<file path="src/rtl/div_unit_pkg.sv">
// Shared types for the iterative divider: operation codes and FSM states.
package div_unit_pkg;

  typedef enum logic [1:0] {
    DivOpDiv  = 2'b00,
    DivOpDivu = 2'b01,
    DivOpMod  = 2'b10,
    DivOpModu = 2'b11
  } div_op_e;

  typedef enum logic [1:0] {
    StIdle = 2'b00,
    StCalc = 2'b01,
    StFix  = 2'b10,
    StDone = 2'b11
  } div_state_e;

  function automatic logic div_is_signed(input div_op_e op);
    return (op == DivOpDiv) || (op == DivOpMod);
  endfunction

  function automatic logic div_is_mod(input div_op_e op);
    return (op == DivOpMod) || (op == DivOpModu);
  endfunction

endpackage

</file>
<file path="src/rtl/div_step.sv">
// One restoring-division iteration: shift {rem,quo} left, trial-subtract the divisor.
module div_step #(
  parameter int unsigned XLEN = 32
) (
  input  logic [XLEN-1:0] i_rem,
  input  logic [XLEN-1:0] i_quo,
  input  logic [XLEN-1:0] i_divisor,
  output logic [XLEN-1:0] o_rem,
  output logic [XLEN-1:0] o_quo
);

  logic [XLEN:0] w_shift;
  logic [XLEN:0] w_trial;

  always_comb begin
    w_shift = {i_rem, i_quo[XLEN-1]};
    w_trial = w_shift - {1'b0, i_divisor};
    if (!w_trial[XLEN]) begin
      o_rem = w_trial[XLEN-1:0];
      o_quo = {i_quo[XLEN-2:0], 1'b1};
    end else begin
      o_rem = w_shift[XLEN-1:0];
      o_quo = {i_quo[XLEN-2:0], 1'b0};
    end
  end

endmodule

</file>
<file path="src/rtl/div_unit.sv">
// Iterative radix-2 restoring divider (DIV/DIVU/MOD/MODU) with valid/ready result handshake.
module div_unit
  import div_unit_pkg::*;
#(
  parameter int unsigned XLEN = 32
) (
  input  logic            clk,
  input  logic            reset,
  input  logic            in_valid,
  output logic            in_ready,
  input  logic [1:0]      div_op,
  input  logic [XLEN-1:0] div_in1,
  input  logic [XLEN-1:0] div_in2,
  input  logic            flush,
  output logic            busy,
  output logic            out_valid,
  input  logic            out_ready,
  output logic [XLEN-1:0] div_out
);

  localparam int unsigned CntW = $clog2(XLEN);

  div_state_e      r_state;
  div_state_e      w_state_nxt;
  div_op_e         r_op;
  logic            r_neg_q;
  logic            r_neg_r;
  logic            r_div_zero;
  logic [XLEN-1:0] r_dvd;
  logic [XLEN-1:0] r_divisor;
  logic [XLEN-1:0] r_rem;
  logic [XLEN-1:0] r_quo;
  logic [CntW-1:0] r_cnt;
  logic [XLEN-1:0] r_out;
  logic            r_out_valid;

  div_op_e         w_op;
  logic            w_sgn1;
  logic            w_sgn2;
  logic [XLEN-1:0] w_abs1;
  logic [XLEN-1:0] w_abs2;
  logic [XLEN-1:0] w_rem_nxt;
  logic [XLEN-1:0] w_quo_nxt;
  logic [XLEN-1:0] w_q_fix;
  logic [XLEN-1:0] w_r_fix;
  logic [XLEN-1:0] w_result;

  // Operand sign handling only applies to the signed ops.
  always_comb begin
    w_op   = div_op_e'(div_op);
    w_sgn1 = div_is_signed(w_op) & div_in1[XLEN-1];
    w_sgn2 = div_is_signed(w_op) & div_in2[XLEN-1];
    w_abs1 = w_sgn1 ? (~div_in1 + 1'b1) : div_in1;
    w_abs2 = w_sgn2 ? (~div_in2 + 1'b1) : div_in2;
  end

  div_step #(
    .XLEN(XLEN)
  ) u_div_step (
    .i_rem    (r_rem),
    .i_quo    (r_quo),
    .i_divisor(r_divisor),
    .o_rem    (w_rem_nxt),
    .o_quo    (w_quo_nxt)
  );

  // Zero divisor overrides the datapath result so latency stays uniform.
  always_comb begin
    w_q_fix = r_neg_q ? (~r_quo + 1'b1) : r_quo;
    w_r_fix = r_neg_r ? (~r_rem + 1'b1) : r_rem;
    if (r_div_zero) begin
      w_q_fix = '1;
      w_r_fix = r_dvd;
    end
    w_result = div_is_mod(r_op) ? w_r_fix : w_q_fix;
  end

  always_comb begin
    w_state_nxt = r_state;
    in_ready    = 1'b0;
    busy        = 1'b1;
    unique case (r_state)
      StIdle: begin
        in_ready = 1'b1;
        busy     = 1'b0;
        if (in_valid) w_state_nxt = StCalc;
      end
      StCalc: if (r_cnt == CntW'(XLEN - 1)) w_state_nxt = StFix;
      StFix:  w_state_nxt = StDone;
      StDone: if (out_ready) w_state_nxt = StIdle;
      default: w_state_nxt = StIdle;
    endcase
    if (flush) w_state_nxt = StIdle;
  end

  always_ff @(posedge clk) begin
    if (reset) begin
      r_state     <= StIdle;
      r_op        <= DivOpDiv;
      r_neg_q     <= 1'b0;
      r_neg_r     <= 1'b0;
      r_div_zero  <= 1'b0;
      r_dvd       <= '0;
      r_divisor   <= '0;
      r_rem       <= '0;
      r_quo       <= '0;
      r_cnt       <= '0;
      r_out       <= '0;
      r_out_valid <= 1'b0;
    end else begin
      r_state <= w_state_nxt;
      if (flush) begin
        r_out_valid <= 1'b0;
        r_cnt       <= '0;
      end else begin
        unique case (r_state)
          StIdle: if (in_valid) begin
            r_op       <= w_op;
            r_neg_q    <= w_sgn1 ^ w_sgn2;
            r_neg_r    <= w_sgn1;
            r_div_zero <= (div_in2 == '0);
            r_dvd      <= div_in1;
            r_divisor  <= w_abs2;
            r_rem      <= '0;
            r_quo      <= w_abs1;
            r_cnt      <= '0;
          end
          StCalc: begin
            r_rem <= w_rem_nxt;
            r_quo <= w_quo_nxt;
            r_cnt <= r_cnt + 1'b1;
          end
          StFix: begin
            r_out       <= w_result;
            r_out_valid <= 1'b1;
          end
          StDone: if (out_ready) r_out_valid <= 1'b0;
          default: ;
        endcase
      end
    end
  end

  assign out_valid = r_out_valid;
  assign div_out   = r_out;

endmodule

</file>
<file path="config.mk">
export PLATFORM = sky130hd
export DESIGN_NAME = div_unit
export DESIGN_NICKNAME = d
export VERILOG_FILES = /design/src/rtl/div_unit_pkg.sv /design/src/rtl/div_step.sv /design/src/rtl/div_unit.sv
export SDC_FILE = /design/constraint.sdc
export NUM_CORES = 1
export LEC_CHECK = 0
export ABC_AREA = 1
export CORE_ASPECT_RATIO = 1.1
export CORE_MARGIN = 1
export CORE_UTILIZATION = 32
export CTS_CLUSTER_SIZE = 8
export DETAILED_ROUTE_END_ITERATION = 6
export PLACE_DENSITY_LB_ADDON = 0.05
export SLEW_MARGIN = 30
export SYNTH_ARGS = -nofsm -noshare
export SYNTH_HDL_FRONTEND = slang
export SYNTH_SLANG_ARGS = --single-unit
export TNS_END_PERCENT = 20
</file>
<file path="constraint.sdc">
create_clock -name clk -period 3.15 [get_ports clk]
set_input_delay 0.7875 -clock clk [delete_from_list [all_inputs] [get_ports clk]]
set_output_delay 0.7875 -clock clk [all_outputs]
set_load 0.03 [all_outputs]
</file>
==> out/metrics.yaml, run 1 <==
status:
  status: "finished, final reports clean"
timing:
  setup_viol: 0
  post-route-period-util_pct: 88.8
  finClkSkew_ns: 0.0136
  tns_ns: 0
  min_period_ns: 2.80
  hold_violations: 0
  relSlewSlack_pct: 26.2
  slew_viol_final: 0
  rsz0062_at_grt: "false"
  max_slew.worst_pin.slew_ns: 1.09
  max_freq_mhz: 358
placed_design:
  numPortBuffers: 105
  gp_congestion: 0.933
  dp.cells: 3042
  hpwl_mm: 46.7
clocking:
  numCtsBuffers: 17
  cts-root-buf: "clkbuf_16"
  clk_latency_ns: 0.49
  postCtsHoldBufs: 0
  post_cts_buffers: 0
  clk_pin_slew_ns: 0.07
  cts_sinks: 172
  cts_tree: "done"
  cts_resized: 0
  max-clock-path-buffers: 2
  cts.htree.levels: 4
yosys:
  synthMuxAreaShare_pct: 0
  ys_async_sr_fraction_pct: 0
  syn_nets: 2535
  yosys_register_bits: 172
  synth-compound-area-share_pct: 17.6
  synthDistinctLibCells: 50
  synth-simple-area-share_pct: 38.9
  netlist_area_um2: 14200
  synth-adder-area-share_pct: 3.84
  synth.yosys.warnings: 0
  seq_area_frac_synth_pct: 24.2
  synth_top_family_by_area: "simple AND/OR/NAND/NOR gates"
  synth_ff_type: "dfxtp_1"
  syn-instance-count: 2421
  synth-xor-area-share_pct: 3.27
  synth-edff-count: 0
  syn-mean-instance-area_um2: 5.87
final_layout:
  final_nets: 2601
  drive_gt1_share_pct: 6.68
  final_cell_mix: "nand2_1 (610), inv_1 (326), nor2_1 (264), nand3_1 (235), a21oi_1 (204)"
  final_common_cell: "nand2_1"
  syn2layout_area_growth_pct: 16.2
  antenna_cells: 0
  stdcell_count: 3074
worst_setup_path:
  crit_fanout: 4
  cpPeakStageDelay_ns: 0.68
  cp_cell_sequence: "inv_1 > ha_1 > inv_1 > clkdlybuf4s50_1"
  start_kind: "register"
  end_kind: "primary output"
  worstPathRequired_ns: 2.36
  worstSetupPathType: "reg -> out"
  arrival_ns: 2.01
  cpMostUsedCell: "inv_1"
  crit_slowest_cell: "clkdlybuf4s50_1"
floorplan:
  io_pins: 106
  die_w_um: 203
  die_y_um: 223
  dieArea_um2: 45200
  initial_utilization_pct: 32.6
  coreArea_um2: 43500
  row_count: 80
pwr:
  vdd.ir_drop.worst_uv: 428
  p_leak_nw: 7.85
  power_density_nw_per_um2: 393
hold_path:
  hp-class: "reg -> reg"
drt:
  routed_wl_mm: 59.0
  first_pass_iters: 5
  route.vias.total: 15700
  route.detailed.drc: 0
  drt_iter0_markers: 1240
  antenna_left: 0
  wl_per_cell_um: 19.2
  viasPerCell: 5.10
global_routing:
  antenna_found_initial: 0
  grt_max_degree: 83
  grt_first_pass_wirelength_mm: 90.7
  grt-ovfl-total: 0
  grt_use_total_pct: 26.7
  grt_pass1_vias: 15200
job:
  drv_cap: 0
[cells by family after synthesis]
group,Yosys count
AOI/OAI and AO/OA,453
xor gates and xnor gates,53
adders and majority gates,43
buffers and inverters,442
DFF,172
and+or+nand+nor,1258
[cells in the mapped netlist, types with 10 or more instances]
cell      count  area (um^2)
nand2_1     610         2290
nand4_1      32          200
nand2_4      17          191
xor2_1       41          359
o21ai_0     166          831
inv_1       326         1220
o211ai_1     27          203
nand2_2      19          119
dfxtp_1     172         3440
ha_1         42          526
nand3b_1     12         90.1
clkbuf_1     72          270
nor2_1      266          998
nand3_2      12          120
inv_2        19         71.3
nor3_1       31          155
nand3_1     235         1180
a21oi_1     204         1020
xnor2_1      12          105
a21oi_2      15          131
buf_1        10         37.5
[per-stage QoR]
step	hold WS (ns)	instance area [um^2]	utilization [%]	total power, W	setup WS, ns
after floorplan	0.442	14200	-	0.00365	0.869
after global placement	0.456	16000	36.6	0.00442	0.136
after detailed placement	0.464	16000	36.6	0.00441	0.220
after CTS	0.475	16500	37.9	0.00656	0.307
after global routing	0.497	16500	37.9	0.00685	0.146
final	0.471	16500	37.9	0.00648	0.354
[cell type report]
cell class / count / area, um^2
fill: 4961 / 27000
multi-input combinational: 1807 / 9050
sequential: 172 / 3440
timing repair buffer: 142 / 1440
inverter: 347 / 1300
tap: 574 / 718
clock buffer: 23 / 458
clock inverter: 9 / 90.1
[power by group]
| group | switching [W] | leakage (nW) | internal [W] |
|---|---|---|---|
| Clock | 0.000997 | 0.262 | 0.00111 |
| Combinational | 0.00134 | 6.19 | 0.000625 |
| Sequential | 0.000110 | 1.40 | 0.00229 |
[state kept, by name, indices dropped and copies added (netlist names)]
signal and flops:
r_div_zero 1, r_state 2, out_valid 1, r_quo 32, r_neg_q 1, r_rem 32
r_neg_r 1, r_op 1, div_out 32, r_cnt 5, r_divisor 32, r_dvd 32
[per-layer routing]
layer / routed length [um] / GRT usage, % / up-vias
met4: 2490 / 11.6 / 0
li1: - / - / 7949
met5: 0 / 0 / -
met2: 29300 / 46.9 / 391
met3: 2300 / 3.80 / 93
met1: 24900 / 32.0 / 7236
[worst max-delay path, delay by kind of cell (launching register included)]
family	cells	cell delay, ns
buf+inv	3	0.88
fa+ha+maj	1	0.26
flops	1	0.39
[path summary, 6_finish.rpt]
check	slack, ns	depth (start not counted)	end	startpoint
setup reg to reg	0.36	17	r_rem[8]	r_quo[31]
hold / removal	0.47	2	r_divisor[31]	r_divisor[31]
hold reg to reg	0.47	2	r_divisor[31]	r_divisor[31]
setup / recovery	0.35	4	busy	r_state[0]
(Power assumes the default switching activity.)
==> inputs of run 2 (changes only) <==
--- a/config.mk
+++ b/config.mk
@@ -6,6 +6,8 @@
 export NUM_CORES = 1
 export LEC_CHECK = 0
 export ABC_AREA = 1
+export CELL_PAD_IN_SITES_DETAIL_PLACEMENT = 2
+export CELL_PAD_IN_SITES_GLOBAL_PLACEMENT = 2
 export CORE_ASPECT_RATIO = 1.1
 export CORE_MARGIN = 1
 export CORE_UTILIZATION = 32
==> out/metrics.yaml, run 2 (same netlist as run 1, synthesis figures left out) <==
status:
  status: "finished, final reports clean"
worst_setup_path:
  worstPathRequired_ns: 2.36  # about the same
  start_kind: "register"
  crit_fanout: 4  # unchanged
  worstSetupPathType: "reg -> out"
  arrival_ns: 2.04  # +0.03 ns
  end_kind: "primary output"
final_layout:
  final_nets: 2612  # +0.42%
  final_cell_mix: "nand2_1 (610), inv_1 (326), nor2_1 (264), nand3_1 (235), a21oi_1 (204)"
  final_common_cell: "nand2_1"
  stdcell_area_um2: 16600  # +0.49%
  fin_util_pct: 38.1  # +0.18 points
  drive_gt1_share_pct: 7.29  # +0.61 points
  syn2layout_area_growth_pct: 16.7
  stdcell_count: 3085  # +0.36%
  antenna_cells: 0  # unchanged
global_routing:
  grt_first_pass_wirelength_mm: 103  # +13%
  antenna_found_initial: 0  # unchanged
  grt_max_degree: 65  # -22%
  grt_use_total_pct: 29.9  # +3.3 points
  met3_usage_pct: 2.89  # -0.91 points
  use_met2_pct: 56.7  # +9.7 points
  grt-ovfl-total: 0  # unchanged
  grt_pass1_vias: 17600  # +16%
  grt_busiest_layer: "met2"
  use_met1_pct: 33.6  # +1.6 points
pwr:
  swShare_pct: 38.4  # +0.61 points
  power_density_nw_per_um2: 402  # +2.5%
  combPwrFrac_pct: 30.6  # +0.2 points
  power_switching_w: 0.00256  # +4.6%
  vdd.ir_drop.worst_uv: 508  # +19%
  intPower_w: 0.00411  # +2.0%
  pwr-share-clk_pct: 33.2  # +0.7 points
  p_seq_share_pct: 36.2  # -0.9 points
  p_leak_nw: 7.92  # +0.80%
clocking:
  post_cts_buffers: 0  # unchanged
  cts_resized: 0  # unchanged
  cts_tree: "done"
  cts.htree.levels: 4  # unchanged
  numCtsBuffers: 17  # unchanged
  cts-root-buf: "clkbuf_16"
  cts_sinks: 172  # unchanged
  clk_latency_ns: 0.49  # about the same
  postCtsHoldBufs: 0  # unchanged
  clk_pin_slew_ns: 0.07  # about the same
  max-clock-path-buffers: 2  # unchanged
floorplan:
  die_w_um: 203  # unchanged
  io_pins: 106  # unchanged
  dieArea_um2: 45200  # unchanged
  initial_utilization_pct: 32.6  # unchanged
  row_count: 80  # unchanged
  die_y_um: 223  # unchanged
  coreArea_um2: 43500  # unchanged
timing:
  max_slew.worst_pin.slew_ns: 1.08  # -0.0145 ns
  slew_viol_final: 0  # unchanged
  finClkSkew_ns: 0.0128  # -0.000799 ns
  hold_violations: 0  # unchanged
  post-route-period-util_pct: 89.9  # +1.1 points
  setup_viol: 0  # unchanged
  rsz0062_at_grt: "false"
  tns_ns: 0  # unchanged
  whs_ns: 0.473  # +0.00198 ns
  max_freq_mhz: 353  # -1.3%
  min_period_ns: 2.83  # +0.0362 ns
  relSlewSlack_pct: 27.2  # +0.98 points
job:
  drv_cap: 0  # unchanged
drt:
  wl_per_cell_um: 21.7  # +13%
  routed_wl_mm: 67.1  # +14%
  first_pass_iters: 5  # unchanged
  viasPerCell: 5.33  # +4.6%
  antenna_left: 0  # unchanged
  route.detailed.drc: 0  # unchanged
  route.vias.total: 16500  # +5.0%
  drt_iter0_markers: 738  # -40%
placed_design:
  place_area_um2: 16000  # +0.28%
  dp.cells: 3053  # +0.36%
  gp_congestion: 0.912  # -2.2%
  numPortBuffers: 105  # unchanged
  hpwl_mm: 54.2  # +16%
hold_path:
  hp-class: "reg -> reg"
## run 2: cell types whose count changed in the layout (fill, tap and decap cells not counted)
cell       before  now
buf_12          9    6
buf_4          29   43
bufinv_16       1    2
clkbuf_1        5    0
clkinv_2        2    5
clkinv_4        3    2
inv_6           1    3
## run 2: path summary, 6_finish.rpt
kind                      start             to  slack (ns)  cells after the start
setup / recovery     r_state[0]           busy        0.32                      4
hold / removal    r_divisor[31]  r_divisor[31]        0.47                      2
setup reg to reg      r_quo[31]       r_rem[7]        0.44                     17
hold reg to reg   r_divisor[31]  r_divisor[31]        0.47                      2
## run 2: area by class of cell
class	instances	area (um^2)
inverter	347	1300
sequential	172	3440
fill	5549	27000
timing repair buffer	153	1480
clock inverter	14	144
clock buffer	18	439
tap	574	718
multi-input combinational	1807	9050
## run 2: power by group through the flow
stage / combinational, W / clock [W] / sequential, W
after global routing: 0.00224 / 0.00234 / 0.00242
after detailed placement: 0.00204 / 0 / 0.00246
final: 0.00204 / 0.00222 / 0.00241
after global placement: 0.00198 / 0 / 0.00246
after CTS: 0.00205 / 0.00228 / 0.00241
after floorplan: 0.00122 / 0 / 0.00243
## run 2: metrics by stage
stage          power [W]  setup slack, ns
6_report         0.00667            0.318
5_1_grt          0.00699            0.235
4_1_cts          0.00674            0.284
3_5_place_dp     0.00450           0.0177
3_3_place_gp     0.00444           0.0854
2_1_floorplan    0.00365            0.869
## run 2: worst max-delay path, cell delays in order (launching register included)
cell	delay, ns
dfxtp_1	0.39
inv_1	0.10
ha_1	0.27
inv_1	0.12
clkdlybuf4s50_1	0.68
## run 2: metal layers
metal | vias to the layer above | share of wire [%]
met4 | 0 | 3.8
met3 | 86 | 1.7
li1 | 7957 | -
met1 | 8195 | 42
met5 | - | 0
met2 | 212 | 52
